[src/rtl/toeplitz_seed_loader.sv]
// Runtime loader for the Toeplitz seed pair (reversed first row and first column).
// Optional macro SEED_NONZERO_CHECK_EN rejects all-zero seeds at commit time.
module toeplitz_seed_loader #(
   parameter int BS = 64,
   parameter int N  = 256,
   parameter int L  = 128
) (
   input  logic          clk,
   input  logic          rst,
   input  logic          start,
   input  logic [BS-1:0] s_data,
   input  logic          s_valid,
   input  logic          s_last,
   output logic          s_ready,
   output logic [N-1:0]  rrow0,
   output logic [L-1:0]  col0,
   output logic          seed_valid,
   output logic          busy,
   output logic          done,
   output logic          err
);
   localparam int XSZ   = N / BS;
   localparam int YSZ   = L / BS;
   localparam int MAXSZ = (XSZ > YSZ) ? XSZ : YSZ;
   localparam int CW    = $clog2(MAXSZ) + 1;

   typedef enum logic [1:0] {
      ST_IDLE     = 2'd0,
      ST_LOAD_COL = 2'd1,
      ST_LOAD_ROW = 2'd2,
      ST_COMMIT   = 2'd3
   } state_t;

   state_t         state_q, state_d;
   logic [CW-1:0]  cnt_q, cnt_d;
   logic [L-1:0]   col_sh_q, col_sh_d;
   logic [N-1:0]   row_sh_q, row_sh_d;
   logic [N-1:0]   rrow_q, rrow_d;
   logic [L-1:0]   col_q, col_d;
   logic           seed_valid_q, seed_valid_d;
   logic           done_q, done_d;
   logic           err_q, err_d;
   logic           xfer_s;
   logic           commit_ok_s;

   assign s_ready    = (state_q == ST_LOAD_COL) || (state_q == ST_LOAD_ROW);
   assign busy       = (state_q != ST_IDLE);
   assign xfer_s     = s_valid && s_ready;
   assign rrow0      = rrow_q;
   assign col0       = col_q;
   assign seed_valid = seed_valid_q;
   assign done       = done_q;
   assign err        = err_q;

   // State and datapath registers.
   always_ff @(posedge clk or posedge rst) begin
      if (rst) begin
         state_q      <= ST_IDLE;
         cnt_q        <= '0;
         col_sh_q     <= '0;
         row_sh_q     <= '0;
         rrow_q       <= '0;
         col_q        <= '0;
         seed_valid_q <= 1'b0;
         done_q       <= 1'b0;
         err_q        <= 1'b0;
      end else begin
         state_q      <= state_d;
         cnt_q        <= cnt_d;
         col_sh_q     <= col_sh_d;
         row_sh_q     <= row_sh_d;
         rrow_q       <= rrow_d;
         col_q        <= col_d;
         seed_valid_q <= seed_valid_d;
         done_q       <= done_d;
         err_q        <= err_d;
      end
   end

   // Next-state logic. done_q is set on entry to COMMIT so it is high during COMMIT
   // and also gates the commit itself; err_q pulses in the cycle after a rejection.
   always_comb begin
      state_d      = state_q;
      cnt_d        = cnt_q;
      col_sh_d     = col_sh_q;
      row_sh_d     = row_sh_q;
      rrow_d       = rrow_q;
      col_d        = col_q;
      seed_valid_d = seed_valid_q;
      done_d       = 1'b0;
      err_d        = 1'b0;
      commit_ok_s  = 1'b1;
      case (state_q)
         ST_IDLE: begin
            if (start) begin
               state_d  = ST_LOAD_COL;
               cnt_d    = '0;
               col_sh_d = '0;
               row_sh_d = '0;
            end else begin
               state_d = ST_IDLE;
            end
         end
         ST_LOAD_COL: begin
            if (xfer_s) begin
               for (int k = 0; k < YSZ; k++) begin
                  if (cnt_q == CW'(k)) begin
                     col_sh_d[L-1-k*BS -: BS] = s_data;
                  end
               end
               if (s_last) begin
                  err_d   = 1'b1;
                  state_d = ST_IDLE;
                  cnt_d   = '0;
               end else if (cnt_q == CW'(YSZ - 1)) begin
                  state_d = ST_LOAD_ROW;
                  cnt_d   = '0;
               end else begin
                  cnt_d = cnt_q + CW'(1);
               end
            end else begin
               cnt_d = cnt_q;
            end
         end
         ST_LOAD_ROW: begin
            if (xfer_s) begin
               for (int k = 0; k < XSZ; k++) begin
                  if (cnt_q == CW'(k)) begin
                     row_sh_d[N-1-k*BS -: BS] = s_data;
                  end
               end
`ifdef SEED_NONZERO_CHECK_EN
               commit_ok_s = (|col_sh_d) && (|row_sh_d[N-1:1]);
`else
               commit_ok_s = 1'b1;
`endif
               if (cnt_q == CW'(XSZ - 1)) begin
                  cnt_d = '0;
                  if (s_last) begin
                     state_d = ST_COMMIT;
                     done_d  = commit_ok_s;
                     err_d   = !commit_ok_s;
                  end else begin
                     state_d = ST_IDLE;
                     err_d   = 1'b1;
                  end
               end else if (s_last) begin
                  state_d = ST_IDLE;
                  cnt_d   = '0;
                  err_d   = 1'b1;
               end else begin
                  cnt_d = cnt_q + CW'(1);
               end
            end else begin
               cnt_d = cnt_q;
            end
         end
         ST_COMMIT: begin
            if (done_q) begin
               rrow_d       = row_sh_q >> 1;
               col_d        = col_sh_q;
               seed_valid_d = 1'b1;
            end else begin
               seed_valid_d = seed_valid_q;
            end
            state_d = ST_IDLE;
            cnt_d   = '0;
         end
         default: begin
            state_d = ST_IDLE;
            cnt_d   = '0;
         end
      endcase
   end
endmodule
[config.mk]
export PLATFORM = sky130hd
export DESIGN_NAME = toeplitz_seed_loader
export DESIGN_NICKNAME = d
export VERILOG_FILES = /design/src/rtl/toeplitz_seed_loader.sv
export SDC_FILE = /design/constraint.sdc
export NUM_CORES = 1
export LEC_CHECK = 0
export ABC_AREA = 1
export BUFFER_PORTS_ARGS = -buffer_cell sky130_fd_sc_hd__buf_4
export CAP_MARGIN = 20
export CORE_ASPECT_RATIO = 1.1
export CORE_MARGIN = 1
export CORE_UTILIZATION = 45
export DETAILED_ROUTE_END_ITERATION = 10
export PLACE_DENSITY_LB_ADDON = 0.2
export SKIP_CTS_REPAIR_TIMING = 1
export SLEW_MARGIN = 25
export SYNTH_ARGS = -nofsm -noshare
export SYNTH_HDL_FRONTEND = slang
export SYNTH_SLANG_ARGS = --single-unit
export TNS_END_PERCENT = 20
[constraint.sdc]
create_clock -name clk -period 29.4 [get_ports clk]
set_input_delay 1.47 -clock clk [delete_from_list [all_inputs] [get_ports clk]]
set_output_delay 1.47 -clock clk [all_outputs]
set_load 0.005 [all_outputs]
==> results of run 1 <==
cell families (layout without fill, tap and decap cells):
group / Yosys count / count (layout) / synth area share [%]
mux: 383 / 383 / 14.2
flops: 774 / 774 / 63.9
simple gates: 1219 / 1219 / 15.7
buf+inv: 290 / 755 / 4.47
compound gates: 71 / 71 / 1.22
other cells: 1 / 2 / 0.0124
fa+ha+maj: 11 / 11 / 0.454
layout by cell type, fill, tap and decap left out, types with 6 or more instances in the layout:
cell / synthesis / layout
nand2_1: 1123 / 1122
mux2_2: 383 / 383
ha_1: 11 / 9
buf_4: 25 / 470
o21ai_0: 27 / 27
nor2_1: 6 / 6
dfrtp_1: 774 / 774
inv_1: 146 / 145
clkbuf_16: 0 / 79
clkinv_2: 0 / 6
clkbuf_1: 13 / 20
nand3_1: 69 / 69
clkbuf_8: 0 / 13
o21ai_1: 37 / 36
power by group through the flow:
stage | combinational, uW | clock (uW) | sequential (uW)
2_1_floorplan | 572 | 0 | 1300
3_3_place_gp | 807 | 0 | 1310
3_5_place_dp | 828 | 0 | 1320
4_1_cts | 832 | 993 | 1300
5_1_grt | 909 | 1030 | 1320
6_report | 820 | 969 | 1300
final cells by class:
class,count,area [sq um]
fill,5748,29600
sequential,774,19400
multi-input combinational,1685,9650
timing repair buffer,479,3690
clock buffer,112,2230
tap,858,1070
inverter,150,572
clock inverter,14,225
antenna,1,2.50
worst paths after layout:
path / slack, ps / depth (start not counted) / from / endpoint
worst max-delay path: 25630 / 5 / rst / row_sh_q[51]
worst min-delay path: 470 / 2 / row_sh_q[232] / row_sh_q[232]
worst max register to register: 25750 / 6 / state_q[0] / rrow0[208]
worst min register to register: 470 / 2 / row_sh_q[232] / row_sh_q[232]
max in group clk: 25750 / 6 / state_q[0] / rrow0[208]
min in group asynchronous: 980 / 2 / rst / rrow0[92]
flip-flops by register name, indices dropped and copies added, names as in the netlist:
| signal | flops |
|---|---|
| rrow0 | 255 |
| state_q | 2 |
| done | 1 |
| cnt_q | 3 |
| err | 1 |
| col_sh_q | 128 |
| seed_valid | 1 |
| row_sh_q | 255 |
| col0 | 128 |
worst max-delay path: stages:
cell and delay (ps):
buf_4 130, inv_8 500, buf_4 820, buf_6 640
buf_6 630
per-stage QoR:
step / worst slack [ps] / power, uW / instance area (sq um) / hold slack (ps) / utilization [%]
3_5_place_dp: 24310 / 2150 / 34300 / 455 / 51.6
5_1_grt: 25160 / 3260 / 36800 / 480 / 55.4
3_3_place_gp: 24410 / 2120 / 34300 / 447 / 51.6
4_1_cts: 24970 / 3130 / 36700 / 469 / 55.3
6_report: 25630 / 3090 / 36800 / 467 / 55.4
2_1_floorplan: 6200 / 1870 / 30300 / 438 / -
layer usage:
metal	GRT usage, %	vias to the layer above	wire [microns]
li1	-	9517	-
met1	29.2	10500	32800
met2	40.5	539	40400
met3	6.72	134	5930
met4	8.37	2	2380
met5	0	-	14
==> impl_metrics.yaml, run 1 <==
routing:
  firstDrtPassIters: 5
  via_count: 20700
  drc: 0
  drt-initial-drc-count: 1167
  routed_wl_mm: 81.5
  drt-wirelength-per-cell_microns: 20.0
  viasPerCell: 5.08
  ant_nets: 0
logic_synthesis:
  yosys-top-cells-area: "dfrtp_1 64%, mux2_2 14%, nand2_1 14%"
  yosys-top-cells-count: "1123 x nand2_1, 774 x dfrtp_1, 383 x mux2_2"
  synth_warnings: 0
  synth-edff-count: 0
  syn_avg_cell_area_sq_um: 11.0
  synthesis.instances: 2749
  ys_seq_elements: 774
  synth_area_leader_cell: "dfrtp_1"
  syn_area_sq_um: 30300
  syn_nets: 2829
  ys_async_sr_fraction_pct: 100
  synth_seq_area_share_pct: 63.9
  yosysTopAreaCellShare_pct: 63.9
  synth.most_common_cell: "nand2_1"
  synth_ff_type: "dfrtp_1"
  ys_types: 25
global_routing:
  grt_pass1_wl_mm: 125
  grt_max_degree: 190
  grt_overflow: 0
  grt_usage_pct: 23.9
  antenna_found_initial: 3
  grt_pass1_vias: 21400
floorplanning:
  initial_core_util_pct: 45.6
  num_io_pins: 458
  coreArea_sq_um: 66400
  die_x_microns: 249
  rows: 99
  die_area_sq_um: 68400
  fp.dieH_microns: 274
setup_path:
  start_kind: "input pin"
  cp_max_fo: 117
  critPathCaptureType: "asynchronous set/reset pin"
  critPathRequiredTime_ps: 30070
  crit_arrival_ps: 4440
  path_class: "input pin to asynchronous set/reset pin"
sta:
  setup_viol: 0
  slew_viol_final: 0
  worstMarginPinSlew_ps: 1050
  rsz0062_at_grt: "no"
  post-route-period-util_pct: 12.8
  fin_crit_ps: 3770
  finalHoldViolations: 0
  fin_setup_tns_ps: 0
  fmax_ghz: 0.265
  slew_headroom_pct: 29.9
  skew_ps: 17.3
power_and_ir_drop:
  pwr-share-comb_pct: 26.5
  p_int_uw: 1950
  ir_drop_v: 0.000105
  seqPwrFrac_pct: 42.2
  leakage_uw: 0.0213
  power.share.clock_pct: 31.3
  power.share.switching_pct: 36.9
  power.switching_uw: 1140
  powerDensity_nw_per_um2: 84.0
clocking:
  numCtsBuffers: 78
  clockBufferDepth: 3
  cts.clk_slew.worst_paths_ps: 60
  clock_latency_ps: 610
  cts_max_level: 3
  cts-root-buf: "clkbuf_16"
  cts_sinks: 774
  cts_tree: "built"
placement:
  place_inst: 3944
  io_buffers: 456
  dp_hpwl_mm: 52.9
  place_congestion: 0.815
outcome:
  status: "completed"
final_layout:
  nets: 3248
  stdcell_count: 4073
  syn2layout_area_growth_pct: 21.5
  layout-drive-gt1-share_pct: 30.9
hold_path:
  hold_path.class: "register to register"
job:
  cap_violations: 0
Power figures use the tool's default switching activity.
==> run 2, diff against run 1 <==
- clock period: 29.4 -> 3.6 ns (I/O delays scaled with it)
==> run 2 against run 1 <==
  * Design area up 3.4%
  * Die area unchanged
  * Utilization up 1.9 points
  * Wire length up 2.6%
  * Power rose to 8.5 times the previous value
  * Sequential power rose to 8.2 times the previous value
  * Clock power rose to 8.9 times the previous value
  * Count of clock-buffer cells in the layout up 1
  * Combinational power rose to 8.7 times the previous value
  * Setup slack worse by 25000 ps
==> impl_metrics.yaml, run 2 (synthesis results as in run 1) <==
sta:
  setup_viol: 0
  post-route-period-util_pct: 78.9
  worstMarginPinSlew_ps: 1070
  slew_headroom_pct: 28.4
  slew_viol_final: 0
  finalHoldViolations: 0
  fmax_ghz: 0.352
  skew_ps: 16.9
  timing.hold.ws_ps: 222
  rsz0062_at_grt: "no"
  fin_crit_ps: 2840
setup_path:
  slowest_delay_ps: 650
  critPathCaptureType: "register"
  cp_common_cell: "nand2_1"
  cpMaxStageDelayCell: "buf_4"
  crit_arrival_ps: 3380
  start_kind: "register"
  worstReg2RegStart: "state_q[0]"
  startpoint: "state_q[0]"
  reg2reg_slack_ps: 760
  cp_max_fo: 42
  critPathRequiredTime_ps: 4140
  path_class: "register to register"
  crit_chain: "inv_1 -> ha_4 -> nor2_1 -> inv_2 -> nand2_1 -> nor2_4 -> buf_4 -> nand2_1 -> nand2_1"
clocking:
  cts.clk_slew.worst_paths_ps: 60
  cts_max_level: 3
  clockBufferDepth: 3
  clock_latency_ps: 610
  numCtsBuffers: 80
  cts-root-buf: "clkbuf_16"
  cts_tree: "built"
  cts_sinks: 774
final_layout:
  mostFrequentLayoutCell: "nand2_1"
  layout-drive-gt1-share_pct: 31.3
  fin_area_sq_um: 38100
  fillers: 5598
  syn2layout_area_growth_pct: 25.7
  nets: 3339
  diodes: 0
  layout_common_cells: "1122 x nand2_1, 774 x dfrtp_1, 483 x buf_4"
power_and_ir_drop:
  power.share.switching_pct: 36.5
  power.switching_uw: 9640
  p_int_uw: 16800
  pwr-share-comb_pct: 27.0
  seqPwrFrac_pct: 40.4
  ir_drop_v: 0.000634
  leakage_uw: 0.0219
  powerDensity_nw_per_um2: 694
  power.share.clock_pct: 32.6
global_routing:
  groute.layer.met1.usage_pct: 30.9
  grt_pass1_vias: 21900
  met3_usage_pct: 5.67
  met2_usage_pct: 40.6
  grt_pass1_wl_mm: 129
  grt_max_degree: 178
  grt_overflow: 0
  top_usage_layer: "met2"
  grt_usage_pct: 24.6
  antenna_found_initial: 2
routing:
  ant_nets: 0
  routed_wl_mm: 83.6
  drt-wirelength-per-cell_microns: 20.0
  firstDrtPassIters: 5
  via_count: 21300
  drc: 0
  drt-initial-drc-count: 1222
  viasPerCell: 5.09
placement:
  io_buffers: 456
  place_area_sq_um: 34600
  place_congestion: 0.835
  dp_hpwl_mm: 55.3
hold_path:
  hold_path.class: "input pin to asynchronous set/reset pin"
floorplanning:
  num_io_pins: 458
  die_x_microns: 249
  fp.dieH_microns: 274
  initial_core_util_pct: 45.6
  die_area_sq_um: 68400
  coreArea_sq_um: 66400
  rows: 99
outcome:
  status: "completed"
job:
  cap_violations: 0
## run 2: cell count changes in the layout (fill, tap and decap cells not counted), moves of 3 or more
| cell | before | now |
|---|---|---|
| bufinv_16 | 5 | 9 |
| clkinvlp_4 | 0 | 3 |
| buf_12 | 3 | 17 |
| buf_6 | 4 | 0 |
| buf_4 | 470 | 483 |
| clkinv_2 | 6 | 17 |
| clkbuf_1 | 20 | 14 |
| dlygate4sd3_1 | 0 | 68 |
| inv_6 | 2 | 6 |
| clkbuf_8 | 13 | 18 |
## run 2: final cells by class
cell class	instances	area [sq um]	area share, %
multi-input combinational	1685	9650	25.3
sequential	774	19400	50.9
timing repair buffer	568	4650	12.2
clock buffer	113	2330	6.11
clock inverter	35	435	1.14
tap	858	1070	2.82
inverter	150	568	1.49
## run 2: path summary, 6_finish.rpt
kind | endpoint | depth (start not counted)
min in group clk | state_q[0] | 6
max in group asynchronous | rrow0[243] | 4
worst max-delay path | row_sh_q[250] | 9
worst max register to register | row_sh_q[250] | 9
worst min-delay path | rrow0[221] | 3
worst min register to register | row_sh_q[242] | 2
## run 2: critical path, delay by kind of cell, from the launching register on
kind / cells / cell delay (ps)
adders and majority gates: 1 / 400
buffers and inverters: 3 / 890
DFF: 1 / 430
and+or+nand+nor: 5 / 1010
## run 2: power by group through the flow
stage | registers [uW] | logic [uW] | clock network, uW
after floorplan | 10600 | 4670 | 0
after global placement | 10800 | 7010 | 0
after detailed placement | 10800 | 7170 | 0
after CTS | 10700 | 7200 | 8810
after global routing | 10800 | 7840 | 9170
final | 10700 | 7130 | 8630
## run 2: per-layer routing
metal / wire length (microns) / up-vias
met5: 25 / -
met4: 3410 / 4
met3: 5460 / 179
met2: 40700 / 655
met1: 34000 / 10700
li1: - / 9718
## run 2: metrics by stage
step / setup TNS, ps / setup slack [ps] / total power (uW) / utilization (%) / std cells
after floorplan: -5570520 / -7200 / 15300 / - / 2749
after global placement: 0 / 881 / 17800 / 52.2 / 3967
after detailed placement: 0 / 797 / 18000 / 52.2 / 3967
after CTS: 0 / 762 / 26700 / 56.3 / 4115
after global routing: 0 / 576 / 27800 / 57.3 / 4183
final: 0 / 759 / 26400 / 57.3 / 4183
